`src/rtl/smc_access_seq17_pkg.sv`:
```
// Shared types for the SMC access sequencer: FSM states and config word field layout.
package smc_seq_pkg17;

  typedef enum logic [2:0] {IDLE, SETUP, STROBE, HOLD, TURN} state_e;

  localparam int CFG_SETUP_LSB  = 0;
  localparam int CFG_HOLD_LSB   = 2;
  localparam int CFG_TURN_LSB   = 4;
  localparam int CFG_STROBE_LSB = 8;

  typedef struct packed {
    logic [7:0] strobe;
    logic [1:0] turn;
    logic [1:0] hold;
    logic [1:0] setup;
  } cfg_t;

  function automatic cfg_t cfg_unpack(input logic [31:0] w);
    cfg_t c;
    c.setup  = w[CFG_SETUP_LSB  +: 2];
    c.hold   = w[CFG_HOLD_LSB   +: 2];
    c.turn   = w[CFG_TURN_LSB   +: 2];
    c.strobe = w[CFG_STROBE_LSB +: 8];
    return c;
  endfunction

endpackage

```
`src/rtl/smc_access_seq17_if.sv`:
```
// Bus-side request handshake plus memory pad strobes for one chip select.
// SMC_WAIT_EN adds the active-low n_wait17 pad input.
interface smc_access_seq17_if;
  logic [31:0] cfg_word17;
  logic        req_valid17;
  logic        req_write17;
  logic        req_ready17;
  logic        n_cs17;
  logic        n_oe17;
  logic        n_we17;
  logic        rd_capture17;
  logic        acc_done17;
  logic        busy17;
`ifdef SMC_WAIT_EN
  logic        n_wait17;

  modport master (output cfg_word17, req_valid17, req_write17, n_wait17,
                  input  req_ready17, n_cs17, n_oe17, n_we17, rd_capture17, acc_done17, busy17);
  modport slave  (input  cfg_word17, req_valid17, req_write17, n_wait17,
                  output req_ready17, n_cs17, n_oe17, n_we17, rd_capture17, acc_done17, busy17);
`else
  modport master (output cfg_word17, req_valid17, req_write17,
                  input  req_ready17, n_cs17, n_oe17, n_we17, rd_capture17, acc_done17, busy17);
  modport slave  (input  cfg_word17, req_valid17, req_write17,
                  output req_ready17, n_cs17, n_oe17, n_we17, rd_capture17, acc_done17, busy17);
`endif
endinterface

```
`src/rtl/smc_access_seq17.sv`:
```
// Static-memory access sequencer: setup/strobe/hold/turnaround timing for one chip select.
// Define SMC_WAIT_EN to let n_wait17 stretch the last strobe cycle.
module smc_access_seq17
  import smc_seq_pkg17::*;
#(
  parameter int CNT_W = 8
) (
  input  logic              hclk17,
  input  logic              n_sys_reset17,
  smc_access_seq17_if.slave bus
);

  if (CNT_W < 8) begin : g_bad_cnt_w
    $error("CNT_W must be at least 8 to hold the strobe length");
  end

  state_e             state_q, state_d;
  logic [CNT_W-1:0]   cnt_q, cnt_d;
  cfg_t               cfg_q, cfg_d, cfg_in;
  logic               wr_q, wr_d;
  logic               accept, stall, end_enter;
  logic               n_cs_q, n_oe_q, n_we_q, rd_cap_q, done_q, busy_q;

  assign cfg_in          = cfg_unpack(bus.cfg_word17);
  assign bus.req_ready17 = (state_q == IDLE);
  assign accept          = (state_q == IDLE) && bus.req_valid17;
  assign cfg_d           = accept ? cfg_in : cfg_q;
  assign wr_d            = accept ? bus.req_write17 : wr_q;

`ifdef SMC_WAIT_EN
  assign stall = ~bus.n_wait17;
`else
  assign stall = 1'b0;
`endif

  // The END cycle is the first cycle of TURN: TURN is loaded with turn (not turn-1)
  // so the done cycle and the turnaround share one state and one count.
  always_comb begin
    state_d   = state_q;
    cnt_d     = cnt_q;
    end_enter = 1'b0;
    unique case (state_q)
      IDLE: begin
        if (accept) begin
          if (cfg_in.setup != 2'd0) begin
            state_d = SETUP;
            cnt_d   = CNT_W'(cfg_in.setup - 2'd1);
          end else begin
            state_d = STROBE;
            cnt_d   = CNT_W'(cfg_in.strobe);
          end
        end
      end
      SETUP: begin
        if (cnt_q == '0) begin
          state_d = STROBE;
          cnt_d   = CNT_W'(cfg_q.strobe);
        end else begin
          cnt_d = cnt_q - CNT_W'(1);
        end
      end
      STROBE: begin
        if (cnt_q != '0) begin
          cnt_d = cnt_q - CNT_W'(1);
        end else if (!stall) begin
          if (cfg_q.hold != 2'd0) begin
            state_d = HOLD;
            cnt_d   = CNT_W'(cfg_q.hold - 2'd1);
          end else begin
            state_d   = TURN;
            cnt_d     = CNT_W'(cfg_q.turn);
            end_enter = 1'b1;
          end
        end
      end
      HOLD: begin
        if (cnt_q == '0) begin
          state_d   = TURN;
          cnt_d     = CNT_W'(cfg_q.turn);
          end_enter = 1'b1;
        end else begin
          cnt_d = cnt_q - CNT_W'(1);
        end
      end
      TURN: begin
        if (cnt_q == '0) state_d = IDLE;
        else             cnt_d   = cnt_q - CNT_W'(1);
      end
      default: state_d = IDLE;
    endcase
  end

  // Outputs are decoded from the next state so they line up with the state they describe.
  always_ff @(posedge hclk17) begin
    if (!n_sys_reset17) begin
      state_q  <= IDLE;
      cnt_q    <= '0;
      cfg_q    <= '0;
      wr_q     <= 1'b0;
      n_cs_q   <= 1'b1;
      n_oe_q   <= 1'b1;
      n_we_q   <= 1'b1;
      rd_cap_q <= 1'b0;
      done_q   <= 1'b0;
      busy_q   <= 1'b0;
    end else begin
      state_q  <= state_d;
      cnt_q    <= cnt_d;
      cfg_q    <= cfg_d;
      wr_q     <= wr_d;
      n_cs_q   <= !(state_d == SETUP || state_d == STROBE || state_d == HOLD);
      n_oe_q   <= !(state_d == STROBE && !wr_d);
      n_we_q   <= !(state_d == STROBE && wr_d);
      rd_cap_q <= (state_d == STROBE) && (cnt_d == '0) && !wr_d;
      done_q   <= end_enter;
      busy_q   <= (state_d != IDLE);
    end
  end

  assign bus.n_cs17     = n_cs_q;
  assign bus.n_oe17     = n_oe_q;
  assign bus.n_we17     = n_we_q;
  assign bus.acc_done17 = done_q;
  assign bus.busy17     = busy_q;
`ifdef SMC_WAIT_EN
  // Wait is only known in the cycle itself, so qualify the last-strobe flag with it.
  assign bus.rd_capture17 = rd_cap_q & bus.n_wait17;
`else
  assign bus.rd_capture17 = rd_cap_q;
`endif

endmodule

```
`src/flat_wrapper.sv`:
```
// flat-port wrapper written by rule: the top's interface ports become plain ports
module smc_access_seq17_flat import smc_seq_pkg17::*;
#(
  parameter int CNT_W = 8
)
  (hclk17, n_sys_reset17, bus_cfg_word17, bus_req_valid17, bus_req_write17, bus_req_ready17, bus_n_cs17, bus_n_oe17, bus_n_we17, bus_rd_capture17, bus_acc_done17, bus_busy17);
  smc_access_seq17_if bus_i ();
  input  logic hclk17;
  input  logic n_sys_reset17;
  input wire logic [$bits(bus_i.cfg_word17)-1:0] bus_cfg_word17;
  input wire logic [$bits(bus_i.req_valid17)-1:0] bus_req_valid17;
  input wire logic [$bits(bus_i.req_write17)-1:0] bus_req_write17;
  output wire logic [$bits(bus_i.req_ready17)-1:0] bus_req_ready17;
  output wire logic [$bits(bus_i.n_cs17)-1:0] bus_n_cs17;
  output wire logic [$bits(bus_i.n_oe17)-1:0] bus_n_oe17;
  output wire logic [$bits(bus_i.n_we17)-1:0] bus_n_we17;
  output wire logic [$bits(bus_i.rd_capture17)-1:0] bus_rd_capture17;
  output wire logic [$bits(bus_i.acc_done17)-1:0] bus_acc_done17;
  output wire logic [$bits(bus_i.busy17)-1:0] bus_busy17;
  assign bus_i.cfg_word17 = bus_cfg_word17;
  assign bus_i.req_valid17 = bus_req_valid17;
  assign bus_i.req_write17 = bus_req_write17;
  assign bus_req_ready17 = bus_i.req_ready17;
  assign bus_n_cs17 = bus_i.n_cs17;
  assign bus_n_oe17 = bus_i.n_oe17;
  assign bus_n_we17 = bus_i.n_we17;
  assign bus_rd_capture17 = bus_i.rd_capture17;
  assign bus_acc_done17 = bus_i.acc_done17;
  assign bus_busy17 = bus_i.busy17;
  smc_access_seq17 #(.CNT_W(CNT_W)) u_core (.hclk17(hclk17), .n_sys_reset17(n_sys_reset17), .bus(bus_i));
endmodule
```
`config.mk`:
```
export PLATFORM = sky130hd
export DESIGN_NAME = smc_access_seq17_flat
export DESIGN_NICKNAME = d
export VERILOG_FILES = /design/src/rtl/smc_access_seq17_pkg.sv /design/src/rtl/smc_access_seq17_if.sv /design/src/rtl/smc_access_seq17.sv /design/src/flat_wrapper.sv
export SDC_FILE = /design/constraint.sdc
export NUM_CORES = 1
export LEC_CHECK = 0
export CAP_MARGIN = 10
export CORE_UTILIZATION = 52
export CTS_CLUSTER_DIAMETER = 30
export CTS_CLUSTER_SIZE = 14
export DETAILED_ROUTE_END_ITERATION = 7
export GPL_ROUTABILITY_DRIVEN = 1
export PLACE_DENSITY = 0.84
export RECOVER_POWER = 25
export SYNTH_ARGS = -nofsm -noshare
export SYNTH_HDL_FRONTEND = slang
export SYNTH_SLANG_ARGS = --single-unit
```
`constraint.sdc`:
```
create_clock -name hclk17 -period 4.39 [get_ports hclk17]
set_input_delay 0.6585 -clock hclk17 [delete_from_list [all_inputs] [get_ports hclk17]]
set_output_delay 0.6585 -clock hclk17 [all_outputs]
set_load 0.03 [all_outputs]
```
==> results of run 1 <==
[placed cells by master (no fill, tap or decap), drive strengths merged, types with 4 or more instances in the layout]
cell and instances:
a21boi 12, a21oi 11, a221oi 4, a31oi 5, and2 9, clkbuf 7, clkdlybuf4s50 18, dfxtp 30
dlygate4sd3 6, inv 6, mux2i 4, nand2 37, nand3 5, nor2 16, nor2b 6, nor3 14
o21ai 11, or3 4
[state kept, by name (all words and copies together), names as in the netlist]
name and cells:
u_core.wr_q 1, u_core.bus.n_cs17 1, u_core.cfg_q 12, u_core.bus.busy17 1
u_core.state_q 3, u_core.bus.n_oe17 1, u_core.bus.n_we17 1, u_core.bus.rd_capture17 1
u_core.bus.acc_done17 1, u_core.cnt_q 8
[synth_stat cells, types with 3 or more instances]
library cell / count
or4_1: 3
inv_1: 6
dfxtp_1: 30
o21ai_0: 10
xnor2_1: 3
a31oi_1: 5
nor2_1: 16
o22ai_1: 3
and2_1: 9
a21oi_1: 10
a221oi_1: 4
nor3_1: 14
nand3_1: 5
or3_1: 4
mux2i_1: 4
a21boi_0: 12
nand2_1: 37
nor2b_1: 6
clkbuf_1: 10
[path summary, 6_finish.rpt]
path / start / endpoint / slack (ns) / cells past startpoint
worst min register to register: u_core.cfg_q[10] / u_core.cfg_q[10] / 0.48 / 2
worst max-delay path: u_core.cnt_q[0] / u_core.bus.rd_capture17 / 1.12 / 9
worst max register to register: u_core.cnt_q[0] / u_core.bus.rd_capture17 / 1.12 / 9
worst min-delay path: u_core.cfg_q[10] / u_core.cfg_q[10] / 0.48 / 2
[cell families (layout without fill, tap and decap cells)]
kind of cell	count (synthesis)	count (layout)	share of synthesized area
xor gates and xnor gates	3	3	0.01562
buffers and inverters	19	40	0.04758
DFF	30	30	0.3569
and+or+nand+nor	104	104	0.3041
adders and majority gates	1	1	0.007434
AOI/OAI and AO/OA	60	60	0.2446
muxes	4	4	0.02379
[where the power goes]
part           total (mW)  internal (mW)  switching [mW]
logic               0.856          0.345           0.512
clock network       0.173         0.0775          0.0955
registers           0.429          0.347          0.0813
total                1.46          0.770           0.688
[per-stage QoR]
step | area (um^2) | cells
floorplan | 1683 | 221
global placement | 1936 | 278
detailed placement | 1936 | 278
CTS | 1996 | 286
global route | 1996 | 286
finish | 1996 | 286
[metal layers]
layer / routed length (um) / global-route usage / vias up
li1: - / - / 830
met1: 1845 / 0.3634 / 751
met2: 1768 / 0.3912 / 70
met3: 268 / 0.07033 / 9
met4: 71 / 0.09524 / 0
met5: 0 / 0 / -
[area by class of cell]
class | count | area (um^2) | share of cell area
timing repair buffer | 26 | 255.2 | 0.1279
multi-input combinational | 172 | 1002 | 0.5022
sequential | 30 | 600.6 | 0.3009
clock inverter | 1 | 5.005 | 0.002508
tap | 44 | 55.05 | 0.02759
inverter | 6 | 22.52 | 0.01129
clock buffer | 7 | 55.05 | 0.02759
[worst min-delay path, stage by stage (launching register included)]
cell      delay, ns
dfxtp_1        0.32
nand2_1        0.05
a21boi_0       0.06
==> metrics.txt, run 1 <==
mapped cell area=0.001683 mm^2; Net Count, Synth=258; initial antenna violation count=0; Pins Over Slew Limit=0; drt pass-1 iters=4; EDFF count, synth=0; hold buffer count at cts=0; Synth async-reset ratio=0; Synth Register Bits=30; gpl congestion=0.9447; final worst-path cycle share=0.7454; routed len/inst=13.83 um; family with the most delay on the worst path=simple AND/OR/NAND/NOR gates; routed wire length=3954 um; fmax=0.3056 GHz; MaxCap Viol Count=0; Final Hold Viols=0; setup tns final=0 ns; H-tree depth=2; grt total ovfl=0; Worst-Skew Late Latency=0.34 ns; Tmin final=3.272 ns; core area=0.003053 mm^2; area leader, netlist=dfxtp_1; relative slew slack=0.3819; synthesized area per cell=7.615 um^2; worst endpoint required time=4.65 ns; Worst Setup End Kind=register; crit-path cells=inv_1 -> ha_1 -> or3b_1 -> or3_1 -> a21oi_4 -> o22ai_1 -> a221o_1 -> or4_1 -> nor4_2; post-CTS sizing=0; Clock Sinks=30; nets=278; HPWL after DPL=2864 um; arrival time worst endpoint=3.53 ns; synth unique cells=45; DRC=0; Die Ht=58.89 um; Post-CTS Setup Bufs=0; Yosys top cell area share=0.3569; clk buf depth=2; FILL cells=287; Root Driver=clkbuf_4; status=finished, final reports clean; Place WS=1.161 ns; io pins=43; DRT iter0 DRCs=87; Leakage=0.7288 nW; worst min-delay path class=reg2reg; Mapped Cells=221; remaining antenna violation count=0; Yosys warning total=0; Seq/Total Area, Yosys=0.3569; layout cells sized above 1=0.05785; largest net degree at the start of global routing=26; port buffer count=24; ys flop type=dfxtp_1; via count=1660; CTS buffer count=5; Max stage delay on crit path=0.57 ns; first-pass GRT wire length=6727 um; Initial Util=0.5512; area delta synth->final=18.59%; startpoint types=register; Least-Margin Pin Slew=0.9201 ns; final core occ=0.6537; clock slew at the register clock pins of the worst setup and hold paths=0.09 ns; Final WS setup=1.118 ns; Synth area leaders=dfxtp_1 (36%), nand2_1 (8.3%), a21boi_0 (5.4%); Max FO, Critical Path=9; skew final=0.007250 ns; row cnt=20; vias in the first global route=1465; Peak VDD IR=0.4013 mV; PD cells=730.5 mW/mm^2; Die X=58.89 um; Pwr Total=1.458 mW; Crit Path Class=reg2reg; Vias/cell=5.804; RSZ-0062 raised after global routing=no; Antenna Cells=0; die area=0.003468 mm^2; Total GRT Usage=0.2625; CP Buf/Inv Count=1; Final Setup Violations=0; TritonCTS clock tree=yes; hold_ws=0.4797 ns; Crit-path slowest cell=or3_1
Note: power is estimated with default switching activity, not from simulation.
==> inputs of run 2 (changes only) <==
--- a/config.mk
+++ b/config.mk
@@ -6,12 +6,12 @@
 export NUM_CORES = 1
 export LEC_CHECK = 0
 export CAP_MARGIN = 10
-export CORE_UTILIZATION = 52
+export CORE_UTILIZATION = 44
 export CTS_CLUSTER_DIAMETER = 30
 export CTS_CLUSTER_SIZE = 14
 export DETAILED_ROUTE_END_ITERATION = 7
 export GPL_ROUTABILITY_DRIVEN = 1
-export PLACE_DENSITY = 0.84
+export PLACE_DENSITY = 0.76
 export RECOVER_POWER = 25
 export SYNTH_ARGS = -nofsm -noshare
 export SYNTH_HDL_FRONTEND = slang
==> constraint.sdc (replaced) <==
create_clock -name hclk17 -period 2.65 [get_ports hclk17]
set_input_delay 0.3975 -clock hclk17 [delete_from_list [all_inputs] [get_ports hclk17]]
set_output_delay 0.3975 -clock hclk17 [all_outputs]
set_load 0.03 [all_outputs]
==> run 2 against run 1 <==
Against the previous run: die area rose by 18%; design area grew 15%; sequential cell count did not move; sequential share of layout area down 3.8 points; utilization decreased by 2.7 points; wire length increased by 9.0%; register-to-register slack got worse by 1.1 ns; clock-buffer cell count increased by 1; hold slack got worse by 0.013 ns; first-iteration DRC count is 10% higher; setup slack got worse by 1.1 ns.
==> metrics.txt, run 2 (synthesis results as in run 1) <==
status=finished, final reports clean; Internal=1.692 mW; Final Setup Violations=0; fmax=0.3860 GHz; skew final=0.008881 ns; net switching power=1.272 mW; clk buf depth=2; CP Depth=8; Total GRT Usage=0.2356; via count=1717; Crit-path slowest cell=or4_1; worst endpoint required time=2.86 ns; cell mode on critical path=or4_1; largest net degree at the start of global routing=16; met2 Use GR=0.3870; hold buffer count at cts=0; initial antenna violation count=0; startpoint types=register; arrival time worst endpoint=2.80 ns; part of the power in the clock network=0.148; Antenna Cells=0; Vias/cell=5.451; Clock Sinks=30; TritonCTS clock tree=yes; crit path launch=u_core.cnt_q[1]; Root Driver=clkbuf_8; area delta synth->final=36.43%; Largest Register=u_core.cfg_q; DRC=0; vias in the first global route=1612; die area=0.004076 mm^2; core area=0.003661 mm^2; R2R cell count=8; most common cell after layout, fill and taps aside=nand2_1; Initial Util=0.4597; Largest register FFs=12; Final Hold Viols=0; RR Endpoint=u_core.bus.rd_capture17; registers with the most flip-flops=u_core.cfg_q (12), u_core.cnt_q (8), u_core.state_q (3); HPWL after DPL=3263 um; Tmin final=2.591 ns; busiest grt layer=met2; io pins=43; Crit Path Class=reg2reg; Leakage=0.8860 nW; Worst Setup End Kind=register; layout cells sized above 1=0.1985; routed len/inst=13.68 um; FF-to-FF Start=u_core.cnt_q[1]; PD cells=1291 mW/mm^2; met1 Resource Use GR=0.2814; CP endpoint=u_core.bus.rd_capture17; FILL cells=337; grt met3 use=0.04464; register share of total power=0.234; RSZ-0062 raised after global routing=yes; port buffer count=24; reg2reg setup slack=0.06 ns; post-route cell area=0.002296 mm^2; drt pass-1 iters=4; grt total ovfl=0; gpl congestion=0.9003; hold_ws=0.4666 ns; Max stage delay on crit path=0.57 ns; Comb power frac=0.618; crit-path cells=inv_2 -> ha_4 -> or3b_4 -> or4_1 -> a221oi_2 -> a21oi_1 -> or4_1 -> nor4_2; Sw Ratio=0.4293; H-tree depth=2; MaxCap Viol Count=0; first-pass GRT wire length=7224 um; Die X=63.85 um; CTS buffer count=5; final worst-path cycle share=0.9776; family with the most delay on the worst path=simple AND/OR/NAND/NOR gates; relative slew slack=0.6130; worst min-delay path class=reg2reg; Pins Over Slew Limit=0; remaining antenna violation count=0; nets=303; DRT iter0 DRCs=96; CP Buf/Inv Count=1; placed inst area=0.002148 mm^2; Worst-Skew Late Latency=0.29 ns; clock slew at the register clock pins of the worst setup and hold paths=0.07 ns; Peak VDD IR=0.5353 mV; most frequent cells in the layout=nand2_1 (37), dfxtp_1 (28), buf_4 (26); routed wire length=4310 um; Max FO, Critical Path=5; row cnt=22; Least-Margin Pin Slew=0.5773 ns; Die Ht=63.85 um
[run 2: cell count changes in the layout (fill, tap and decap cells not counted), moves of 4 or more]
cell | before | now
a221oi_2 | 0 | 4
a221oi_1 | 4 | 0
clkbuf_8 | 1 | 8
buf_4 | 2 | 26
clkbuf_4 | 5 | 0
[run 2: final cells by class]
type	count	area, um^2	area share
multi-input cells	172	1061	0.4621
flip-flops and latches	30	603.1	0.2627
repair buffers	51	439.2	0.1913
clock buffers	8	110.1	0.04796
well taps	48	60.06	0.02616
inverters	6	22.52	0.009809
[run 2: power groups by stage]
stage          clock network, mW  registers, mW  logic [mW]
2_1_floorplan                  0          0.700        1.13
3_3_place_gp                   0          0.693        1.72
3_5_place_dp                   0          0.695        1.74
4_1_cts                    0.443          0.687        1.78
5_1_grt                    0.468          0.711        2.01
6_report                   0.439          0.693        1.83
[run 2: worst min path at each step]
stage	start	to	slack, ns	depth (start not counted)
6_report	u_core.cfg_q[7]	u_core.cfg_q[7]	0.47	2
5_1_grt	u_core.cfg_q[7]	u_core.cfg_q[7]	0.49	2
4_1_cts	u_core.cfg_q[7]	u_core.cfg_q[7]	0.47	2
3_5_place_dp	u_core.cfg_q[7]	u_core.cfg_q[7]	0.46	2
3_3_place_gp	u_core.cfg_q[6]	u_core.cfg_q[6]	0.45	2
2_1_floorplan	u_core.cfg_q[6]	u_core.cfg_q[6]	0.44	2
[run 2: through the flow]
stage	power (mW)	setup WS [ns]	TNS [ns]	cells	util
2_1_floorplan	1.827	-0.004523	-0.004523	221	-
3_3_place_gp	2.408	-0.06869	-0.06869	307	0.5868
3_5_place_dp	2.438	-0.07212	-0.07212	307	0.5868
4_1_cts	2.909	0.03477	0	315	0.6189
5_1_grt	3.187	-0.03047	-0.03047	315	0.6271
6_report	2.964	0.05948	0	315	0.6271
[run 2: tightest hold or removal path, stage by stage, from the launching register on]
cell	delay [ns]
dfxtp_1	0.31
nand2_1	0.05
a21boi_0	0.06
[run 2: what timing repair did]
item | 4_1_cts | 5_1_grt
pin swaps | 0 | 1
cloned | 0 | 0
setup buffers | 0 | 0
resized for setup | 2 | 6
setup endpoints to repair | 1 | 1
[run 2: layer usage]
| metal | up-vias | part of all wire |
|---|---|---|
| li1 | 879 | - |
| met1 | 795 | 0.46 |
| met2 | 32 | 0.48 |
| met3 | 11 | 0.035 |
| met4 | 0 | 0.027 |
| met5 | - | 0 |
==> inputs of run 3 (changes only) <==
--- a/config.mk
+++ b/config.mk
@@ -13,6 +13,7 @@
 export GPL_ROUTABILITY_DRIVEN = 1
 export PLACE_DENSITY = 0.76
 export RECOVER_POWER = 25
+export SLEW_MARGIN = 20
 export SYNTH_ARGS = -nofsm -noshare
 export SYNTH_HDL_FRONTEND = slang
 export SYNTH_SLANG_ARGS = --single-unit
==> results of run 3 <==
Final layout, timing and power as in run 2 (identical DEF).
